--- config.mk ---
export PLATFORM = sky130hd
export DESIGN_NAME = seq_multiplier
export DESIGN_NICKNAME = d
export VERILOG_FILES = /design/src/rtl/mult_pkg.sv /design/src/rtl/add_n.sv /design/src/rtl/seq_multiplier.sv
export SDC_FILE = /design/constraint.sdc
export NUM_CORES = 1
export LEC_CHECK = 0
export CORE_UTILIZATION = 58
export CTS_CLUSTER_SIZE = 30
export DETAILED_ROUTE_END_ITERATION = 6
export PLACE_DENSITY = 0.81
export SYNTH_ARGS = -nofsm -noshare
export SYNTH_HDL_FRONTEND = slang
export SYNTH_SLANG_ARGS = --single-unit
--- constraint.sdc ---
create_clock -name Clk -period 4.35 [get_ports Clk]
set_input_delay 0.6525 -clock Clk [delete_from_list [all_inputs] [get_ports Clk]]
set_output_delay 0.6525 -clock Clk [all_outputs]
set_load 0.02 [all_outputs]
--- src/rtl/mult_pkg.sv ---
`default_nettype none
// ============================================================================
//  Module      : mult_pkg
//  Description : Shared definitions for the sequential shift-add multiplier:
//                FSM state encoding and default operand width.
//  Revision    : 1.0 - initial release
// ============================================================================
package mult_pkg;

    // Default operand width in bits
    localparam int DEFAULT_WIDTH = 8;

    // FSM state encoding; 2'b11 is unused and recovers to IDLE
    localparam logic [1:0] IDLE = 2'b00;
    localparam logic [1:0] CALC = 2'b01;
    localparam logic [1:0] DONE = 2'b10;

endpackage : mult_pkg
`default_nettype wire

--- src/rtl/add_n.sv ---
`default_nettype none
// ============================================================================
//  Module      : add_n
//  Description : 2*WIDTH-bit behavioural adder used for the accumulate step
//                of the sequential multiplier. Carry-out is discarded; the
//                unsigned product always fits in 2*WIDTH bits.
//  Revision    : 1.0 - initial release
// ============================================================================
module add_n
    import mult_pkg::*;
#(
    parameter int WIDTH = DEFAULT_WIDTH
) (
    input  logic [2*WIDTH-1:0] i_a,
    input  logic [2*WIDTH-1:0] i_b,
    output logic [2*WIDTH-1:0] o_sum
);

    // Plain sum, left to synthesis for adder architecture selection
    assign o_sum = i_a + i_b;

endmodule : add_n
`default_nettype wire

--- src/rtl/seq_multiplier.sv ---
`default_nettype none
// ============================================================================
//  Module      : seq_multiplier
//  Description : Sequential shift-add multiplier. One multiplier bit is
//                processed per clock; signed operands are handled by
//                multiplying magnitudes and negating the result when the
//                operand signs differ. Result is registered on O, with a
//                one-cycle Done pulse.
//  Revision    : 1.0 - initial release
// ============================================================================
module seq_multiplier
    import mult_pkg::*;
#(
    parameter int WIDTH     = DEFAULT_WIDTH,
    parameter int SIGNED_EN = 1
) (
    input  logic               Clk,
    input  logic               Rst_n,
    input  logic               Start,
    input  logic               Signed,
    input  logic [WIDTH-1:0]   X,
    input  logic [WIDTH-1:0]   Y,
    output logic [2*WIDTH-1:0] O,
    output logic               Busy,
    output logic               Done
);

    // Counter must be able to reach WIDTH itself, hence the extra bit
    localparam int c_cnt_w = $clog2(WIDTH) + 1;
    localparam logic [c_cnt_w-1:0] c_last_cnt = c_cnt_w'(WIDTH);

    logic [1:0]           r_state;
    logic [1:0]           w_next_state;

    logic [WIDTH-1:0]     r_mcand;
    logic [WIDTH-1:0]     r_mult;
    logic                 r_neg;
    logic [c_cnt_w-1:0]   r_cnt;
    logic [2*WIDTH-1:0]   r_acc;
    logic [2*WIDTH-1:0]   r_o;

    logic                 w_accept;
    logic                 w_signed_mode;
    logic [WIDTH-1:0]     w_x_mag;
    logic [WIDTH-1:0]     w_y_mag;
    logic                 w_last;
    logic [WIDTH-1:0]     w_mult_sh;
    logic [2*WIDTH-1:0]   w_mcand_sh;
    logic [2*WIDTH-1:0]   w_addend;
    logic [2*WIDTH-1:0]   w_sum;
    logic [2*WIDTH-1:0]   w_result;

    // A new operation may only be launched from IDLE or DONE; CALC ignores Start
    assign w_accept      = Start && ((r_state == IDLE) || (r_state == DONE));
    assign w_signed_mode = (SIGNED_EN != 0) && Signed;

    // Magnitudes: the WIDTH-bit negation of the most-negative value is
    // 2^(WIDTH-1), which is exactly the correct unsigned magnitude
    assign w_x_mag = (w_signed_mode && X[WIDTH-1]) ? (~X + {{(WIDTH-1){1'b0}}, 1'b1}) : X;
    assign w_y_mag = (w_signed_mode && Y[WIDTH-1]) ? (~Y + {{(WIDTH-1){1'b0}}, 1'b1}) : Y;

    // All WIDTH iterations are complete once the counter reaches WIDTH
    assign w_last = (r_cnt == c_last_cnt);

    // Inline shifts: select multiplier bit [counter], align multiplicand
    assign w_mult_sh  = r_mult >> r_cnt;
    assign w_mcand_sh = {{WIDTH{1'b0}}, r_mcand} << r_cnt;
    assign w_addend   = w_mult_sh[0] ? w_mcand_sh : '0;

    add_n #(
        .WIDTH (WIDTH)
    ) u_add (
        .i_a   (r_acc),
        .i_b   (w_addend),
        .o_sum (w_sum)
    );

    // Apply the product sign to the unsigned magnitude product
    assign w_result = r_neg ? (~r_acc + {{(2*WIDTH-1){1'b0}}, 1'b1}) : r_acc;

    // State register
    always_ff @(posedge Clk or negedge Rst_n) begin
        if (!Rst_n) begin
            r_state <= IDLE;
        end else begin
            r_state <= w_next_state;
        end
    end

    // Next-state decode and status outputs
    always_comb begin
        w_next_state = r_state;
        Busy         = 1'b0;
        Done         = 1'b0;
        case (r_state)
            IDLE: begin
                if (Start) begin
                    w_next_state = CALC;
                end
            end
            CALC: begin
                Busy = 1'b1;
                if (w_last) begin
                    w_next_state = DONE;
                end
            end
            DONE: begin
                Done = 1'b1;
                if (Start) begin
                    w_next_state = CALC;
                end else begin
                    w_next_state = IDLE;
                end
            end
            default: begin
                w_next_state = IDLE;
            end
        endcase
    end

    // Operand capture on accept, then one shift-add iteration per CALC cycle
    always_ff @(posedge Clk or negedge Rst_n) begin
        if (!Rst_n) begin
            r_mcand <= '0;
            r_mult  <= '0;
            r_neg   <= 1'b0;
            r_cnt   <= '0;
            r_acc   <= '0;
        end else if (w_accept) begin
            r_mcand <= w_x_mag;
            r_mult  <= w_y_mag;
            r_neg   <= w_signed_mode && (X[WIDTH-1] ^ Y[WIDTH-1]);
            r_cnt   <= '0;
            r_acc   <= '0;
        end else if ((r_state == CALC) && !w_last) begin
            r_acc   <= w_sum;
            r_cnt   <= r_cnt + {{(c_cnt_w-1){1'b0}}, 1'b1};
        end
    end

    // Result register, updated only on the CALC->DONE transition
    always_ff @(posedge Clk or negedge Rst_n) begin
        if (!Rst_n) begin
            r_o <= '0;
        end else if ((r_state == CALC) && w_last) begin
            r_o <= w_result;
        end
    end

    assign O = r_o;

endmodule : seq_multiplier
`default_nettype wire

# Word level (Yosys, flattened, before mapping)
# Index checks and enable logic that the tools add are counted.
[word_totals]
input_bits = 20
word_cells = 48
output_inout_bits = 18
reg_bits = 55
[op_classes]
mux = 14
n_eq_ne = 5
add_sub_neg = 5
n_bitwise = 4
reduce_logical = 11
n_shift = 2
[ops]
columns = ["op", "n"]
rows = [
  ["16-bit 2-to-1 mux", 4],
  ["16-bit by 1-bit adder with 16-bit output (second input constant)", 1],
  ["16-bit adder", 1],
  ["8-bit by 1-bit adder with 8-bit output (second input constant)", 2],
  ["8-bit 2-to-1 mux", 2],
  ["16-bit inverter", 1],
  ["8-bit inverter", 2],
  ["8-bit by 4-bit << shifter with 16-bit output", 1],
  ["4-bit 2-to-1 mux", 2],
  ["8-bit by 4-bit right shift with 1-bit output", 1],
  ["1-bit logical AND", 6],
  ["2-bit case mux with 3 select lines", 1],
  ["4-bit by 1-bit adder with 4-bit output (second input constant)", 1],
  ["4-bit == test (second input constant)", 1],
  ["2-bit 2-to-1 mux", 2],
  ["2-bit inequality test (second input constant)", 2],
  ["1-bit 2-to-1 mux", 3],
  ["2-bit by 1-bit == test with 1-bit output (second input constant)", 1],
  ["2-bit == test (second input constant)", 1],
  ["2-bit zero test", 1],
  ["2-bit AND reduction", 1],
  ["2-bit nonzero test", 1],
  ["1-bit zero test", 1],
  ["1-bit logical OR", 1],
  ["1-bit XOR", 1],
]

# Logic depth before layout (Yosys ltp)
# Gate-level depths: netlist of the first run.
[logic_depth]
depth_word = 5
mapped_depth = 13
ltp_nobuf = 11

# Hierarchy
# A second synthesis of the first run with hierarchy kept.
[hier_totals]
cells_unflattened = 465
area_unflattened_um2 = 4003.8
[modules_own_cells]
columns = ["mod", "instances", "cells_per_inst", "area_per_inst_um2", "seq_area_each_um2"]
rows = [
  ["seq_multiplier", 1, 358, 3150.5, 1376.3],
  ["add_n", 1, 107, 853.3, 0.0],
]

# Worst setup path before layout of the first run
# Ideal clock, no wire load.
[synth_timing]
path_type = "register to register"
from = "reg r_cnt[1]"
to = "reg r_acc[15]"
arrival_ns = 3.073
setup_time_ns = 0.099
stages_incl_launch_ff = 13
required_ns = 4.251
slack_ns = 1.177
path_buffers = 2
synth_period_minus_slack_ns = 3.173
cell_sequence = "dfrtp_1 > clkbuf_1 > clkbuf_1 > mux2i_1 > nor2_1 > a31oi_1 > a211oi_1 > ha_1 > and2_1 > or3_1 > o2111a_1 > or2_2 > a311oi_1"
[synth_via]
elab_chain_cells = 5
elab_cells_between_ends = 10
classes_between = "add/sub: 1; eq/ne: 1; shift: 2; mux: 3; reduce/logical: 3"
[synth_lines]
columns = ["element", "line_no", "rtl"]
rows = [
  ["start, declared", "seq_multiplier.sv:38", "logic [c_cnt_w-1:0] r_cnt;"],
  ["start signal, assigned", "seq_multiplier.sv:137", "r_cnt <= r_cnt + {{(c_cnt_w-1){1'b0}}, 1'b1};"],
  ["8-bit by 4-bit << shifter with 16-bit output or 8-bit by 4-bit right shift with 1-bit output (tied branches)", "seq_multiplier.sv:67, seq_multiplier.sv:66", ""],
  ["16-bit 2-to-1 mux", "seq_multiplier.sv:68", "assign w_addend = w_mult_sh[0] ? w_mcand_sh : '0;"],
  ["16-bit adder", "add_n.sv:20", "assign o_sum = i_a + i_b;"],
  ["16-bit 2-to-1 mux", "seq_multiplier.sv:135", "end else if ((r_state == CALC) && !w_last) begin"],
  ["16-bit 2-to-1 mux", "seq_multiplier.sv:129", "end else if (w_accept) begin"],
  ["end signal, assigned", "seq_multiplier.sv:136", "r_acc <= w_sum;"],
  ["end, declared", "seq_multiplier.sv:39", "logic [2*WIDTH-1:0] r_acc;"],
]
# Parallel ways exist; a longest one is shown, timed or not. The select of a mux whose other input is x is not followed.
# A chain may end at the register's enable or synchronous reset.

# Worst setup path after layout of the first run
[layout_timing]
from = "reg r_cnt[0]"
to = "reg r_acc[15]"
# Same word-level chain as after synthesis.

==> impl_metrics.csv, run 1 <==
group,metric,value,unit
outcome,status,"finished clean",
yosys,synth_top_cell_by_area,"dfrtp_1",
setup_path,path_max_fanout,20,
yosys,synth_xor_area_share,7.05,%
yosys,yosys-top-cells-area,"dfrtp_1 (36%), ha_1 (6.5%), nand2_1 (5.3%), xor2_1 (5.2%), a21oi_1 (4.8%)",
yosys,synth-seq-cells,55,
global_route,track_usage,25.2,%
pwr,peakVddDrop,452,uV
die,fp.dieArea,6970,sq um
setup_path,slowest_stage,"dfrtp_1",
final_layout,mostFrequentLayoutCells,"dfrtp_1 (55), nand2_1 (54), nor2_1 (47), a21oi_1 (37), clkdlybuf4s50_1 (36)",
place,dp_hpwl,6.26,mm
global_route,grt_pass1_wl,14.2,mm
sta,fin_tns_setup,0,ns
sta,fmax,0.274,GHz
die,core,6390,sq um
clock_network,ctsHoldBuffers,0,
clock_network,clock_sinks,55,
route,firstDrtPassIters,5,
setup_path,end_kind,"flop",
route,wire_per_inst,15.1,um
route,drc,0,
setup_path,cp.required,4.55,ns
yosys,synth.net_count,492,
route,dr.first_iter.drc_count,208,
yosys,synth_area_per_cell,8.54,sq um
clock_network,cts-root-buf,"clkbuf_8",
yosys,seq_area_frac_synth,35.7,%
yosys,ys.flop_type,"dfrtp_1",
die,dieWidth,83.5,um
setup_path,cpPeakStageDelay,0.76,ns
setup_path,worstPathArrival,3.85,ns
route,drt_wl_total,8.35,mm
pwr,p_per_area,727,nW/um^2
setup_path,cp_cell_sequence,"mux4_2 > nand2_1 > a21o_1 > a211oi_1 > ha_1 > and2_1 > or3_1 > o2111a_1 > or2_2 > a311oi_1",
die,rows,29,
yosys,synthAdderAreaFrac,7.02,%
yosys,synth_mux_area_share,5.23,%
global_route,grt-ovfl-total,0,
final_layout,fillers,524,
hold_path,hold_path_class,"input pin to async pin",
global_route,grt_pass1_vias,3049,
sta,fin_crit,3.65,ns
yosys,async_flop_share,100,%
sta,maxSlewHeadroom,26.0,%
place,portBuffers,37,
yosys,synth-edff-count,0,
final_layout,drive_above_1_share,5.89,%
place,place_congestion,0.903,
clock_network,postCtsResizedCells,0,
sta,finClkSkew,0.00755,ns
sta,hold_violations,0,
yosys,ys_warn_count,0,
setup_path,crit_path_start_kind,"flop",
final_layout,nets,516,
sta,setup_viol,0,
sta,fin_crit_sh,83.9,%
clock_network,clockBufferDepth,2,
die,die_height,83.5,um
yosys,ys_types,48,
clock_network,postCtsSetupBuffers,0,
global_route,antenna_found_initial,0,
final_layout,antennaDiodeCount,0,
clock_network,numCtsBuffers,5,
yosys,synth_compound_gate_area_share,21.1,%
route,via_count,3303,
pwr,p_leak,1.95,nW
die,initial_utilization,60.3,%
route,avgViaCountPerCell,5.98,
die,io_pins,38,
yosys,synth_top_family_by_area,"compound AO/OA/AOI/OAI gates",
run,drv_cap,0,
yosys,syn_area,3850,sq um
yosys,synth_top_cell_area_share,35.7,%
yosys,syn_inst,451,
pwr,p_total,3.17,mW
clock_network,cts_tree,"built",
global_route,grt_start_max_net_pins,56,
final_layout,area_growth,13.3,%
sta,rsz0062_at_grt,"no",
clock_network,path_clk_slew,0.09,ns
setup_path,criticalPathCategory,"flop to flop",
sta,worst_pin_slew,1.11,ns
clock_network,clk_latency,0.31,ns
sta,drv_slew,0,
final_layout,final_common_cell,"dfrtp_1",
yosys,synthSimpleGateAreaFrac,20.4,%
clock_network,htreeDepth,2,
route,ant_nets,0,
[worst max-delay path: cells and delay by family, from the launching register on]
family | cells | cell delay, ns
simple gates | 4 | 0.90
mux | 1 | 0.60
fa+ha+maj | 1 | 0.38
compound gates | 4 | 0.89
flops | 1 | 0.76
[logic make-up (layout without fill, tap and decap cells)]
group                      count (synthesis)  in the layout
xor gates and xnor gates                  31             31
and+or+nand+nor                          169            169
adders and majority gates                 21             21
muxes                                     17             17
AOI/OAI and AO/OA                        123            123
DFF                                       55             55
buffers and inverters                     35             59
[path summary, 6_finish.rpt]
kind / from / to / slack (ns) / depth (start not counted)
worst max-delay path: r_cnt[0]$_DFFE_PN0P_ / r_acc[15]$_DFFE_PN0P_ / 0.70 / 10
worst min-delay path: Rst_n / O[1]$_DFFE_PN0P_ / 0.46 / 2
worst max register to register: r_cnt[0]$_DFFE_PN0P_ / r_acc[15]$_DFFE_PN0P_ / 0.70 / 10
worst min register to register: r_mult[7]$_DFFE_PN0P_ / r_mult[7]$_DFFE_PN0P_ / 0.49 / 2
max in group asynchronous: Rst_n / r_acc[12]$_DFFE_PN0P_ / 3.43 / 2
min in group Clk: r_mult[7]$_DFFE_PN0P_ / r_mult[7]$_DFFE_PN0P_ / 0.49 / 2
[report_power, final]
| part | internal, mW | switching [mW] | leakage (nW) |
|---|---|---|---|
| Sequential | 0.745 | 0.290 | 0.680 |
| Clock | 0.169 | 0.162 | 0.0513 |
| Combinational | 0.794 | 1.01 | 1.22 |
| Total | 1.71 | 1.46 | 1.95 |
[cells in the mapped netlist (all sizes together), types with 4 or more instances]
| library cell | n |
|---|---|
| nand3 | 24 |
| a211oi | 5 |
| inv | 11 |
| o41ai | 4 |
| mux2 | 5 |
| mux2i | 10 |
| xnor2 | 8 |
| nor3b | 5 |
| xor2 | 23 |
| o211ai | 6 |
| nor2b | 4 |
| o21a | 4 |
| and3 | 5 |
| nor3 | 6 |
| a21o | 8 |
| nand2 | 54 |
| and2 | 4 |
| o21ai | 33 |
| clkbuf | 21 |
| a21oi | 37 |
| dfrtp | 55 |
| o31ai | 10 |
| nor2 | 47 |
| ha | 20 |
| or3 | 8 |
[layout make-up]
type	count	area (sq um)	area share [%]
Clock inverter	1	30.0	0.688
Tap cell	77	96.3	2.21
Clock buffer	6	72.6	1.66
Inverter	11	41.3	0.947
Timing Repair Buffer	41	395	9.06
Sequential cell	55	1380	31.6
Multi-Input combinational cell	361	2350	53.9
[metal layers]
metal  track usage (%)  up-vias  wire (um)
li1                  -     1665          -
met1              32.8     1550       3670
met2              44.4       82       4180
met3              3.26        6        384
met4              6.63        0        123
met5                 0        -          0
[through the flow]
| stage | util [%] | std cells | setup WS (ns) | hold slack, ns | cell area, sq um |
|---|---|---|---|---|---|
| finish | 68.3 | 552 | 0.699 | 0.458 | 4360 |
| global route | 68.3 | 552 | 0.531 | 0.519 | 4360 |
| CTS | 68.3 | 552 | 0.742 | 0.491 | 4360 |
| detailed placement | 66.7 | 545 | 0.780 | 0.475 | 4260 |
| global placement | 66.7 | 545 | 0.898 | 0.468 | 4260 |
| floorplan | - | 451 | 1.18 | 0.357 | 3850 |
[state kept, by name (all words and copies together), names as in the netlist]
name	count
O	16
r_neg	1
r_mult	8
r_state	2
r_acc	16
r_cnt	4
r_mcand	8
Note: power is estimated with default switching activity, not from simulation.
==> run 2, diff against run 1 <==
CORE_UTILIZATION = 52   (was 58)
PLACE_DENSITY = 0.77   (was 0.81)
clock period = 3.1 ns   (was 4.35 ns; I/O delays follow)
==> impl_metrics.csv, run 2 (synthesis results as in run 1) <==
group,metric,value,unit
outcome,status,"finished clean",
die,fp.dieArea,7750,sq um
global_route,use_met2,40.9,%
route,avgViaCountPerCell,5.73,
sta,fin_crit,2.99,ns
setup_path,cp_cell_sequence,"buf_12 > mux4_2 > nand2_1 > a21o_1 > a211oi_2 > ha_1 > and2_1 > or3_4 > o2111a_1 > or2_2 > a311oi_2",
route,drt_wl_total,8.50,mm
setup_path,end_kind,"flop",
global_route,track_usage,23.6,%
sta,holdWs,0.191,ns
route,dr.first_iter.drc_count,183,
setup_path,cp.required,3.33,ns
route,firstDrtPassIters,4,
pwr,peakVddDrop,362,uV
sta,finClkSkew,0.00866,ns
setup_path,worstPathArrival,3.23,ns
global_route,antenna_found_initial,0,
route,via_count,3363,
pwr,p_sw,2.15,mW
clock_network,cts_tree,"built",
place,portBuffers,37,
setup_path,criticalPathCategory,"flop to flop",
die,core,7210,sq um
setup_path,crit_path_start_kind,"flop",
final_layout,final_common_cell,"nand2_1",
clock_network,path_clk_slew,0.10,ns
final_layout,mostFrequentLayoutCells,"nand2_1 (54), dfrtp_1 (53), nor2_1 (47), clkdlybuf4s50_1 (36), a21oi_1 (35)",
die,dieWidth,88.1,um
sta,hold_violations,0,
clock_network,htreeDepth,2,
sta,fin_crit_sh,96.5,%
run,drv_cap,0,
sta,worst_pin_slew,0.718,ns
hold_path,hold_path_class,"input pin to async pin",
clock_network,cts-root-buf,"clkbuf_8",
setup_path,path_max_fanout,4,
place,dp_hpwl,6.33,mm
final_layout,area_growth,19.2,%
sta,maxSlewHeadroom,52.1,%
final_layout,nets,528,
final_layout,drive_above_1_share,11.3,%
pwr,swShare,45.1,%
place,place_congestion,0.915,
die,initial_utilization,53.4,%
clock_network,numCtsBuffers,5,
route,wire_per_inst,14.5,um
die,io_pins,38,
pwr,power_frac_clock,10.7,%
sta,drv_slew,0,
route,ant_nets,0,
clock_network,clock_sinks,55,
clock_network,clockBufferDepth,2,
setup_path,crit_path_start,"r_cnt[1]$_DFFE_PN0P_",
clock_network,clk_latency,0.32,ns
pwr,pwr-share-comb,60.4,%
global_route,gr-usage-met1,30.2,%
setup_path,slowest_stage,"dfrtp_2",
setup_path,reg2reg_from,"r_cnt[1]$_DFFE_PN0P_",
die,rows,31,
global_route,grt_pass1_vias,3115,
global_route,grt_start_max_net_pins,34,
pwr,seq_power_share,28.9,%
final_layout,antennaDiodeCount,0,
global_route,grt-ovfl-total,0,
place,place_area,4370,sq um
final_layout,postLayoutCellArea,4590,sq um
route,drc,0,
pwr,p_per_area,1040,nW/um^2
sta,setup_viol,0,
die,die_height,88.1,um
pwr,internal_power,2.63,mW
global_route,grt-busiest-layer,"met2",
setup_path,cpPeakStageDelay,0.46,ns
pwr,p_leak,2.03,nW
global_route,grtUsageMet3,3.68,%
global_route,grt_pass1_wl,14.3,mm
sta,fmax,0.334,GHz
-- run 2: cell count changes in the layout (fill, tap and decap cells not counted), moves of 2 or more --
cell,before,now
buf_4,4,13
buf_12,0,3
a211oi_1,5,3
a211oi_2,0,2
a21oi_1,37,35
a21oi_2,0,2
dfrtp_1,55,53
dfrtp_2,0,2
ha_1,20,18
ha_2,0,2
-- run 2: repair_timing --
action	4_1_cts	5_1_grt
setup buffers	0	4
hold endpoints to repair	0	0
endpoints found under the setup margin	1	7
pin swaps	0	5
gates resized for setup	1	13
hold buffers	0	0
-- run 2: final timing paths --
kind                                         endpoint  slack, ns  cells past startpoint
max in group asynchronous        r_cnt[1]$_DFFE_PN0P_       2.12                      2
worst min register to register  r_mult[6]$_DFFE_PN0P_       0.49                      2
worst max register to register  r_acc[15]$_DFFE_PN0P_       0.11                     11
worst min-delay path                O[15]$_DFFE_PN0P_       0.19                      1
min in group Clk                r_mult[6]$_DFFE_PN0P_       0.49                      2
worst max-delay path            r_acc[15]$_DFFE_PN0P_       0.11                     11
-- run 2: layout make-up --
class | instances | area (sq um)
Timing Repair Buffer | 53 | 523
Tap cell | 99 | 124
Clock inverter | 2 | 38.8
Fill cell | 630 | 2630
Clock buffer | 6 | 82.6
Multi-Input combinational cell | 361 | 2400
Sequential cell | 55 | 1380
Inverter | 11 | 41.3
-- run 2: stage by stage --
stage,worst slack (ns),power [mW],std cells,TNS [ns],utilization [%]
after floorplan,0.0379,3.26,451,0,-
after global placement,0.0908,4.02,575,0,60.6
after detailed placement,0.00610,4.09,575,0,60.6
after CTS,0.0207,4.61,583,0,62.3
after global routing,-0.000436,5.19,587,-0.000436,63.6
final,0.108,4.78,587,0,63.6
-- run 2: layer usage --
layer	routed length [um]	up-vias
li1	-	1693
met1	3830	1574
met2	4210	88
met3	335	8
met4	119	0
met5	0	-
-- run 2: critical path: cells and delay by family (launching register included) --
family	cells	cell delay (ns)
AOI/OAI and AO/OA	4	0.91
adders and majority gates	1	0.31
buffers and inverters	1	0.14
DFF	1	0.46
muxes	1	0.22
and+or+nand+nor	4	0.88
-- run 2: power groups by stage --
stage	Clock (mW)	Sequential [mW]	Combinational (mW)
floorplan	0	1.41	1.85
CTS	0.519	1.38	2.72
finish	0.512	1.38	2.89
global placement	0	1.38	2.64
detailed placement	0	1.39	2.69
global route	0.545	1.43	3.21
==> run 3, diff against run 2 <==
SETUP_SLACK_MARGIN = 0.5   (was unset)
==> impl_metrics.csv, run 3 (synthesis results as in run 1) <==
group,metric,value,unit
pwr,p_per_area,1050,nW/um^2
final_layout,drive_above_1_share,17.2,%
route,dr.first_iter.drc_count,258,
sta,hold_violations,0,
clock_network,numCtsBuffers,5,
route,wire_per_inst,15.4,um
setup_path,crit_path_start,"r_cnt[0]$_DFFE_PN0P_",
global_route,grt-busiest-layer,"met2",
die,die_height,88.1,um
clock_network,ctsHoldBuffers,0,
die,dieWidth,88.1,um
pwr,p_total,5.01,mW
global_route,track_usage,25.7,%
die,fp.dieArea,7750,sq um
sta,holdWs,0.164,ns
sta,drv_slew,0,
sta,fin_crit_sh,92.1,%
route,firstDrtPassIters,5,
pwr,p_leak,2.06,nW
pwr,peakVddDrop,440,uV
global_route,grt_pass1_vias,3301,
setup_path,cp.required,3.33,ns
final_layout,nets,539,
sta,finClkSkew,0.0108,ns
setup_path,r2r_setup_slack,0.25,ns
route,drt_wl_total,9.23,mm
global_route,grt_pass1_wl,15.6,mm
sta,fin_crit,2.85,ns
final_layout,fillers,615,
final_layout,area_growth,23.2,%
final_layout,mostFrequentLayoutCells,"dfrtp_1 (53), nand2_1 (51), nor2_1 (47), clkdlybuf4s50_1 (36), a21oi_1 (33)",
setup_path,critPathCapture,"r_acc[15]$_DFFE_PN0P_",
clock_network,path_clk_slew,0.11,ns
route,avgViaCountPerCell,5.85,
die,io_pins,38,
clock_network,htreeDepth,2,
die,initial_utilization,53.4,%
route,via_count,3501,
sta,fin_tns_setup,0,ns
run,drv_cap,0,
clock_network,cts-root-buf,"clkbuf_8",
sta,setup_viol,0,
setup_path,cpPeakStageDelay,0.56,ns
place,dp_cells,578,
global_route,grtUsageMet3,3.20,%
place,dp_hpwl,6.63,mm
clock_network,cts_tree,"built",
setup_path,criticalPathCategory,"flop to flop",
final_layout,final_cells,598,
global_route,grt-ovfl-total,0,
setup_path,worstReg2RegEnd,"r_acc[15]$_DFFE_PN0P_",
setup_path,slowest_stage,"mux4_2",
die,rows,31,
route,ant_nets,0,
clock_network,clockBufferDepth,2,
place,place_congestion,0.952,
die,core,7210,sq um
global_route,use_met2,45.2,%
outcome,status,"finished clean",
setup_path,cp_cell_sequence,"mux4_2 > nand2_2 > a21o_4 > a211oi_2 > ha_1 > and2_4 > or3_4 > o2111a_2 > or2_4 > a311oi_2",
setup_path,crit_path_start_kind,"flop",
sta,rsz0062_at_grt,"yes",
setup_path,r2r_cells,10,
global_route,grt_start_max_net_pins,33,
global_route,gr-usage-met1,32.9,%
global_route,antenna_found_initial,0,
sta,fmax,0.350,GHz
clock_network,clock_sinks,55,
clock_network,clk_latency,0.32,ns
setup_path,reg2reg_from,"r_cnt[0]$_DFFE_PN0P_",
final_layout,antennaDiodeCount,0,
sta,worst_pin_slew,0.683,ns
route,drc,0,
setup_path,end_kind,"flop",
hold_path,hold_path_class,"input pin to async pin",
final_layout,final_common_cell,"dfrtp_1",
setup_path,path_max_fanout,7,
place,portBuffers,37,
sta,maxSlewHeadroom,54.5,%
setup_path,worstPathArrival,3.08,ns
-- run 3: layout make-up --
class                      instances  area, sq um  share of cell area, %
clock buffer                       5         68.8                   1.45
clock inverter                     3         46.3                  0.975
inverter                          11         41.3                  0.870
multi-input combinational        361         2510                   52.8
sequential                        55         1380                   29.1
tap                               99          124                   2.61
timing repair buffer              64          579                   12.2
-- run 3: worst min path at each step --
| stage | depth (start not counted) | to | slack, ns | from |
|---|---|---|---|---|
| floorplan | 0 | O[0]$_DFFE_PN0P_ | 0.17 | Rst_n |
| global placement | 2 | r_mult[6]$_DFFE_PN0P_ | 0.47 | r_mult[6]$_DFFE_PN0P_ |
| detailed placement | 2 | r_mult[6]$_DFFE_PN0P_ | 0.47 | r_mult[6]$_DFFE_PN0P_ |
| CTS | 1 | O[1]$_DFFE_PN0P_ | 0.19 | Rst_n |
| global route | 1 | O[15]$_DFFE_PN0P_ | 0.21 | Rst_n |
| finish | 1 | O[1]$_DFFE_PN0P_ | 0.16 | Rst_n |
-- run 3: critical path: cells and delay by family (launching register included) --
family / cells / cell delay (ns)
adders and majority gates: 1 / 0.29
AOI/OAI and AO/OA: 4 / 0.65
and+or+nand+nor: 4 / 0.82
DFF: 1 / 0.43
muxes: 1 / 0.56
-- run 3: per-layer routing --
layer  wire [um]  vias to the layer above
li1            -                     1715
met1        3850                     1656
met2        4750                      114
met5           0                        -
met4         169                        0
met3         461                       16
-- run 3: stage by stage --
step	area, sq um	setup slack [ns]	utilization, %
after detailed placement	4380	0.0631	60.7
final	4750	0.246	65.8
after CTS	4670	0.231	64.7
after floorplan	3870	0.185	-
after global placement	4380	0.0640	60.7
after global routing	4750	0.140	65.8
-- run 3: repair_timing --
| action | CTS | global route |
|---|---|---|
| pin swaps | 15 | 7 |
| gates resized for setup | 25 | 17 |
| setup endpoints to repair | 9 | 12 |
| buffers inserted | 11 | 1 |
-- run 3: report_power, final --
part	internal [mW]	switching, mW	total, mW
Clock	0.244	0.253	0.497
Combinational	1.41	1.69	3.10
Sequential	1.05	0.359	1.41
Total	2.70	2.30	5.01
